### config.mk
export PLATFORM = sky130hd
export DESIGN_NAME = multi_btn_edge
export DESIGN_NICKNAME = d
export VERILOG_FILES = /design/src/rtl/multi_btn_edge.sv
export SDC_FILE = /design/constraint.sdc
export NUM_CORES = 1
export LEC_CHECK = 0
export CAP_MARGIN = 10
export CORE_MARGIN = 2
export CORE_UTILIZATION = 35
export DETAILED_ROUTE_END_ITERATION = 12
export DONT_BUFFER_PORTS = 1
export GPL_ROUTABILITY_DRIVEN = 0
export SLEW_MARGIN = 20
export SYNTH_ARGS = -nofsm -noshare
export SYNTH_HDL_FRONTEND = slang
export SYNTH_SLANG_ARGS = --single-unit
### constraint.sdc
create_clock -name clk -period 1.7 [get_ports clk]
set_clock_uncertainty 0.15 [all_clocks]
set_input_delay 0.34 -clock clk [delete_from_list [all_inputs] [get_ports clk]]
set_output_delay 0.34 -clock clk [all_outputs]
set_load 0.01 [all_outputs]
### src/rtl/multi_btn_edge.sv
// multi_btn_edge: per-channel sync, debounce and edge-pulse generator.
// Optional held-button repeat pulses when BTN_REPEAT_EN is defined.
module multi_btn_edge #(
  parameter int CH            = 2,
  parameter int SYNC_STAGES   = 2,
  parameter int DB_CYCLES     = 4,
  parameter int DB_W          = 8,
  parameter int EDGE_MODE     = 0,
  parameter int REPEAT_CYCLES = 1000,
  parameter int RPT_W         = 16
) (
  input  logic          clk,
  input  logic          rst,
  input  logic          en,
  input  logic [CH-1:0] btn_raw,
  output logic [CH-1:0] btn_level,
  output logic [CH-1:0] pulse,
  output logic          any_pulse
);

  if (DB_CYCLES < 1 || DB_CYCLES > 2**DB_W - 1 ||
      EDGE_MODE < 0 || EDGE_MODE > 2 ||
      REPEAT_CYCLES < 1 ||
      REPEAT_CYCLES > 2**RPT_W - 1) begin : g_bad_cfg
    $error("multi_btn_edge: illegal parameters");
  end

  localparam logic [DB_W-1:0] DB_MAX =
    DB_W'(DB_CYCLES - 1);

  logic [CH-1:0]   sync_q [SYNC_STAGES];
  logic [CH-1:0]   sync_out;
  logic [CH-1:0]   lvl;
  logic [CH-1:0]   lvl_d;
  logic [CH-1:0]   rise;
  logic [CH-1:0]   fall;
  logic [CH-1:0]   rpt;
  logic [CH-1:0]   sel;
  logic [DB_W-1:0] db_cnt [CH];

  // Metastability chain, one flop per stage per channel
  always_ff @(posedge clk or posedge rst) begin
    if (rst) begin
      for (int s = 0; s < SYNC_STAGES; s++)
        sync_q[s] <= '0;
    end else begin
      sync_q[0] <= btn_raw;
      for (int s = 1; s < SYNC_STAGES; s++)
        sync_q[s] <= sync_q[s-1];
    end
  end

  assign sync_out = sync_q[SYNC_STAGES-1];

  // Accept a new level only after it persists DB_CYCLES cycles
  always_ff @(posedge clk or posedge rst) begin
    if (rst) begin
      lvl   <= '0;
      lvl_d <= '0;
      for (int c = 0; c < CH; c++)
        db_cnt[c] <= '0;
    end else begin
      lvl_d <= lvl;
      for (int c = 0; c < CH; c++) begin
        if (sync_out[c] == lvl[c]) begin
          db_cnt[c] <= '0;
        end else if (db_cnt[c] == DB_MAX) begin
          lvl[c]    <= sync_out[c];
          db_cnt[c] <= '0;
        end else begin
          db_cnt[c] <= db_cnt[c] + 1'b1;
        end
      end
    end
  end

  assign rise = lvl & ~lvl_d;
  assign fall = ~lvl & lvl_d;

`ifdef BTN_REPEAT_EN
  if (EDGE_MODE != 1) begin : g_rpt
    localparam logic [RPT_W-1:0] RPT_MAX =
      RPT_W'(REPEAT_CYCLES - 1);

    logic [RPT_W-1:0] rpt_cnt [CH];
    logic [CH-1:0]    rpt_q;

    // Count held cycles; flag one cycle per wrap
    always_ff @(posedge clk or posedge rst) begin
      if (rst) begin
        rpt_q <= '0;
        for (int c = 0; c < CH; c++)
          rpt_cnt[c] <= '0;
      end else begin
        for (int c = 0; c < CH; c++) begin
          if (!lvl[c]) begin
            rpt_cnt[c] <= '0;
            rpt_q[c]   <= 1'b0;
          end else if (rpt_cnt[c] == RPT_MAX) begin
            rpt_cnt[c] <= '0;
            rpt_q[c]   <= 1'b1;
          end else begin
            rpt_cnt[c] <= rpt_cnt[c] + 1'b1;
            rpt_q[c]   <= 1'b0;
          end
        end
      end
    end

    assign rpt = rpt_q & lvl;
  end else begin : g_no_rpt
    assign rpt = '0;
  end
`else
  assign rpt = '0;
`endif

  // Pick which edges produce a pulse
  always_comb begin
    sel = '0;
    unique case (1'b1)
      EDGE_MODE == 0: sel = rise | rpt;
      EDGE_MODE == 1: sel = fall;
      default:        sel = rise | fall | rpt;
    endcase
  end

  assign btn_level = lvl;
  assign pulse     = sel & {CH{en}};
  assign any_pulse = |pulse;

endmodule

==> results of run 1 <==
-- where the power goes --
group | internal, W | leakage [nW] | switching (W) | total (W)
logic | 0.000134 | 0.179 | 0.000175 | 0.000309
registers | 0.000680 | 0.311 | 0.000142 | 0.000821
clock network | 0.000131 | 0.0210 | 0.000165 | 0.000295
-- final timing paths --
path	from	endpoint	cells after the start
max	btn_level[0]$_DFFE_PP0P_	any_pulse	2
min	sync_q[2]$_DFF_PP0_	sync_out[0]$_DFF_PP0_	0
max reg2reg	db_cnt[0]$_DFF_PP0_	btn_level[1]$_DFFE_PP0P_	4
min reg2reg	sync_q[2]$_DFF_PP0_	sync_out[0]$_DFF_PP0_	0
max in group asynchronous	rst	btn_level[0]$_DFFE_PP0P_	3
min in group asynchronous	rst	sync_q[3]$_DFF_PP0_	3
-- layout make-up --
class	count	area, µm²
sequential	24	603
tap	31	38.8
fill	274	1640
clock buffer	4	36.3
timing repair buffer	4	37.5
inverter	5	18.8
multi-input combinational	67	432
-- sequential cells by signal (all words and copies together) (netlist names) --
register / cells
sync_out: 2
sync_q: 2
btn_level: 2
lvl_d: 2
db_cnt: 16
-- what timing repair did --
item,CTS,global route
endpoints found under the hold margin,26,0
hold buffers,3,0
endpoints found under the setup margin,0,1
resized for setup,0,2
buffers inserted,0,0
-- stage by stage --
| step | worst slack [ns] | util | total power (W) |
|---|---|---|---|
| final | 0.118 | 0.416 | 0.00143 |
| after detailed placement | 0.219 | 0.391 | 0.00114 |
| after CTS | 0.0329 | 0.415 | 0.00144 |
| after global placement | 0.242 | 0.391 | 0.00114 |
| after floorplan | 0.278 | - | 0.00106 |
| after global routing | 0.0333 | 0.416 | 0.00154 |
-- cells by family after synthesis --
family	synth area share
and+or+nand+nor	0.194
DFF	0.571
AOI/OAI and AO/OA	0.0810
xor gates and xnor gates	0.0667
buffers and inverters	0.0179
adders and majority gates	0.0476
muxes	0.0214
-- layout by cell type (no fill, tap or decap), drive strengths merged --
| cell | netlist | final |
|---|---|---|
| xor2 | 4 | 4 |
| ha | 4 | 4 |
| dlygate4sd3 | 0 | 3 |
| mux2 | 2 | 2 |
| a21o | 2 | 2 |
| nand3 | 8 | 8 |
| nand2 | 6 | 6 |
| dfrtp | 24 | 24 |
| or3 | 6 | 6 |
| nor4b | 2 | 2 |
| o22ai | 1 | 1 |
| a21oi | 6 | 6 |
| o21ai | 6 | 6 |
| xnor2 | 4 | 4 |
| inv | 5 | 5 |
| buf | 0 | 1 |
| clkbuf | 0 | 4 |
| nand4 | 2 | 2 |
| nor3 | 2 | 2 |
| nor2 | 12 | 12 |
-- critical path: stages, from the launching register on --
cell	delay, ns
dfrtp_2	0.45
nand2_1	0.08
o22ai_1	0.26
-- per-layer routing --
layer	share of wire	routed length, µm	vias up
li1	-	-	347
met1	0.53	801	313
met2	0.40	610	20
met3	0.049	74	2
met4	0.018	27	0
met5	0	0	-
==> summary by stage, run 1 <==
Job
The max-cap violation count is 0.

Global route
For this run, global-route usage on met3 was measured as 0.0198. The first global-routing pass estimated 2620 µm of wire. The most heavily used metal layer in global routing is met1. The met2 track demand over resource in global routing is 0.137. The via count of the first global-routing pass is 587. Entering global routing, the biggest net connects 25 pins. The global route total overflow is 0.

For this run, global-route usage on met1 was measured as 0.145. In the global route stage, overall resource usage came out at 0.101. The initial antenna violation count is 0.

Timing
Setup repair after global routing left no endpoint under its margin. In the finished design, the share of the clock period the worst path needs comes to 0.930. Counting I/O delays and the setup requirement, the final critical path takes 1.58 ns.

The setup TNS is 0 ns. The slew of the pin with the lowest slew margin is 0.293 ns. The hold violation total from the final report came to 0. The number of max-slew violations in the final report was 0. Hold timing on the final database bottoms out at a slack of 0.216 ns. The final setup violation count is 0.

In this run the tightest slew margin relative to its limit is 0.805. The highest achievable clock rate is 632 MHz.

Floorplanning
In this run the horizontal extent of the chip is 58.8 µm. The die height is 58.8 µm. After floorplanning, the core was sized to cover 2810 µm². The floorplan has 19 rows.

The overall die area is 3460 µm². For this configuration, the core starts out at a cell density of 0.375. The I/O pin total is 10.

Yosys
The total nets after synthesis is 105. In this run, synthesis produced a sequential element count of 24. The instance count of the mapped netlist is 96.

The most used flip-flop cell after synthesis is dfrtp_1. By count the netlist is led by dfrtp_1, nor2_1, nand3_1. The share of Yosys cell area claimed by the top area cell type is 0.571. By area the synthesized netlist is led by dfrtp_1, ha_1, nor2_1. The largest area contributor in the netlist is dfrtp_1.

Each instance of the synthesized netlist takes up on average 10.9 µm². The total number of yosys warnings is 0. The synthesized area is 1050 µm². Synthesis instantiated 19 different standard cells from the library.

dfrtp_1 is the most common cell in the netlist. The fraction of synthesis flops using an asynchronous set or reset pin is 1.00. The number of synthesized flops with an enable pin is 0.

The sequential cell area fraction in the yosys report is 0.571.

Drt
The violation count after the first detailed-routing iteration is 23. After detailed routing, the total wire length is 1510 µm. The first TritonRoute pass finished after 8 iterations. The number of vias in the routed layout is 682.

In the routed layout, each cell is associated on average with a via count of 5.05. The final antenna-violating net count is 0. The detailed-route DRC error count is 1. The mean routed wirelength per cell is 11.2 µm.

Power
For this design the static power due to leakage is 0.511 nW. The power density relative to cell area is 1220 nW/µm². IR analysis of the VDD net gives a maximum drop of 0.399 mV.

Clock network
The clock latency on the worst-skew pair is 0.30 ns. CTS built an H-tree with a depth of 1. Counting every sink on the clock net gives 24. The maximum clock insertion buffer count is 2. After clock tree synthesis, the clock-pin slew on the worst setup and hold paths is 0.13 ns.

The clock buffer count from CTS is 3. CTS placed an instance of clkbuf_4 at the clock tree root. TritonCTS built the clock tree.

Final layout
In the final design database the tool counted 114 nets. The final cell count without fillers is 135. The final instance area is 1170 µm². Of the cells placed in the final design, the portion with a size suffix greater than 1 is 0.125. 0 antenna diodes ended up in the layout.

The area growth from synthesis to layout is 11.0%.

Setup path
In this run the worst path has a maximum fanout of 5. The worst register-to-register path has a setup slack of 0.20 ns. The startpoint class of the critical path is a register. The endpoint kind of the worst setup timing path is an output port. The data arrival at the endpoint of the critical path is 1.09 ns. By startpoint and endpoint, the worst setup path is classified as reg -> out. The required arrival time at the worst endpoint is 1.21 ns.

Placement
In this run the tool buffered the top-level ports with 0 buffer cells. In this run the cell area measured after placement is 1100 µm². Detailed placement ended at an HPWL of 1120 µm. The placed cell count is 128.

Status
The checks that failed: DRC. The flow ran to the end, but the final reports show violations.

Worst hold path
The worst min-delay path category is reg -> reg.
No activity file was read; power rests on OpenSTA's default activity.
==> inputs of run 2 (changes only) <==
--- a/config.mk
+++ b/config.mk
@@ -6,7 +6,6 @@
 export NUM_CORES = 1
 export LEC_CHECK = 0
 export CAP_MARGIN = 10
-export CORE_MARGIN = 2
 export CORE_UTILIZATION = 35
 export DETAILED_ROUTE_END_ITERATION = 12
 export DONT_BUFFER_PORTS = 1
==> run 2 against run 1 <==
Compared with the run above: the run still ends with DRC left; register-to-register slack hardly changed; flip-flop and latch count stayed put; die area is 6.7% lower; worst hold slack worse by 0.0025 ns; cell count stayed put; combinational power hardly changed; critical path type unchanged; design area stayed put; sequential power hardly changed; critical path depth stayed put; highest routed layer unchanged.
==> summary by stage, run 2 (same netlist as run 1, synthesis figures left out) <==
Status
The run finished, with violations left. The checks that failed: DRC.

Setup path
The startpoint-to-endpoint class of the critical path is reg -> out. The endpoint identified for the worst register-to-register timing path is btn_level[1]$_DFFE_PP0P_. The critical path contains buffers and inverters numbering 0 combined. At the worst endpoint, the required time is 1.21 ns.

The largest driver fanout on the critical path is 5. In this run the critical register-to-register path is launched from db_cnt[0]$_DFF_PP0_. In this run the register-to-register setup slack is 0.20 ns. The slowest library cell on the worst path is dfrtp_2. STA classifies the critical path startpoint as a register. Data on the critical path arrives at its endpoint at 1.11 ns. The depth of the critical timing path with buffers and inverters included is 2.

Among cell families on the critical path, the largest total delay comes from flip-flops. Traced cell by cell, the critical path runs through nand2_1 > o22ai_1. The worst setup path is captured at an output port.

The count of cells along the worst register-to-register path is 4. In this run the worst setup path terminates at any_pulse. Tracing the worst setup path back leads to its startpoint at btn_level[1]$_DFFE_PP0P_. The largest stage delay on the critical path is 0.46 ns.

Timing
The final-layout worst hold slack is 0.214 ns. The hold violation total from the final report came to 0. The slew of the pin with the lowest slew margin is 0.297 ns. The headroom to the max-slew limit is 0.802. The final setup violation count is 0.

In the finished design, the share of the clock period the worst path needs comes to 0.942. Static timing analysis puts the maximum clock frequency at 625 MHz. Setup repair after global routing left no endpoint under its margin. The setup TNS is 0 ns. The clock period could shrink to 1.60 ns. The number of max-slew violations in the final report is 0.

In the post-route analysis, the smallest setup slack over all paths is 0.0990 ns.

Clock network
In this run the number of H-tree levels came out at 1. Clock latency on the worst-skew pair, taken at its later pin, is 0.32 ns. The buffer type at the clock tree root is clkbuf_4. The clock net in this run drives a total of 24 sinks. The maximum clock insertion buffer count is 2. The clock-pin slew on the worst setup and hold paths is 0.14 ns. The clock tree from TritonCTS is done.

The clock buffer count from CTS is 3.

Global route
The wire length of the first global-routing pass is 2580 µm. The pin count of the biggest net entering global routing is 25. The global-route usage over all layers is 0.105.

The via count of the first global-routing pass was 583. The initial antenna violation count is 0. For this run the aggregate overflow at the end of global routing stands at 0.

Floorplanning
The die height is 56.8 µm. During I/O placement, the number of pins put on the boundary was 10. The area of the core is 2810 µm². The initial core utilization is 0.375. The die covers 3230 µm². The number of rows created at floorplan is 19.

The die is 56.8 µm wide.

Final layout
The repair_antennas step left the layout with diodes totalling 0. The most common cell after layout, fill and taps aside is dfrtp_1. db_cnt holds more flip-flops than any other register. In the final layout, the multi-input gates occupy 432 µm². Summing all flip-flop and latch instances after layout gives 603 µm².

In the final layout, the share of cells above drive strength 1 is 0.125. In the layout the commonest cells are dfrtp_1, nor2_1, nand3_1. The core occupancy in the finished layout is 0.416. The register with the most flip-flops in the layout has 16 of them. The finished layout holds 135 standard cells, fillers aside. The total number of nets in the final design is 114. The layout overhead on the synthesized area is 11.0%.

Counting the fill cells in the layout gives 263.

Drt
The detailed-route DRC error count is 2. The count of nets left with antenna violations once routing finished came out at 0. The final route contains 681 vias. After detailed routing, the total wire length is 1530 µm. The mean routed wirelength per cell is 11.3 µm.

The violation count after the first detailed-routing iteration is 12. For this run, the detailed router's first-pass iteration total came to 8. The via-per-instance ratio is 5.04.

Job
The max-cap violation count is 0.

Placement
The number of buffer cells added on primary ports is 0. The pre-CTS setup slack is 0.220 ns. Once detailed placement completed, the half-perimeter wirelength came to 1120 µm. The placed cell count is 128.

Power
The leakage dissipation is 0.511 nW. The peak ir drop on the vdd network is 0.344 mV. The power density relative to cell area is 1230 nW/µm².

Worst hold path
In this run the worst hold path is classified as reg -> reg.
## run 2: cell counts in the layout (fill, tap and decap cells not counted)
Identical to the previous run, type by type.
## run 2: worst register-to-register path, stage by stage, from the launching register on
cell     delay [ns]
dfrtp_1        0.46
ha_1           0.23
nor4b_2        0.16
nand2_1        0.08
mux2_2         0.33
## run 2: worst min-delay path by stage
stage	cells after the start	slack [ns]	startpoint	to
after floorplan	0	0.18	sync_q[2]$_DFF_PP0_	sync_out[0]$_DFF_PP0_
after global placement	2	0.15	rst	sync_q[3]$_DFF_PP0_
after detailed placement	2	0.15	rst	sync_q[3]$_DFF_PP0_
after CTS	0	0.22	sync_q[2]$_DFF_PP0_	sync_out[0]$_DFF_PP0_
after global routing	0	0.22	sync_q[3]$_DFF_PP0_	sync_out[1]$_DFF_PP0_
final	0	0.21	sync_q[2]$_DFF_PP0_	sync_out[0]$_DFF_PP0_
## run 2: cell type report
cell class | count | share of cell area
sequential | 24 | 0.517
timing repair buffer | 4 | 0.0322
tap | 31 | 0.0333
inverter | 5 | 0.0161
clock buffer | 4 | 0.0311
multi-input combinational | 67 | 0.370
## run 2: per-stage QoR
stage | area, µm² | total power, W
final | 1170 | 0.00144
after global routing | 1170 | 0.00154
after CTS | 1160 | 0.00145
after detailed placement | 1100 | 0.00114
after global placement | 1100 | 0.00113
after floorplan | 1050 | 0.00106
## run 2: what timing repair did
item | 4_1_cts | 5_1_grt
endpoints found under the setup margin | 0 | 1
setup buffers | 0 | 0
resized for setup | 0 | 2
hold buffers | 3 | 0
endpoints found under the hold margin | 26 | 0
## run 2: where the power goes
part	internal [W]	switching, W
Combinational	0.000135	0.000175
Sequential	0.000680	0.000142
Clock	0.000131	0.000176
## run 2: routing by layer
layer  up-vias  track usage  part of all wire
li1        345            -                 -
met1       313        0.158              0.53
met4         0       0.0732             0.033
met2        18        0.136              0.39
met3         5       0.0138             0.040
met5         -            0                 0
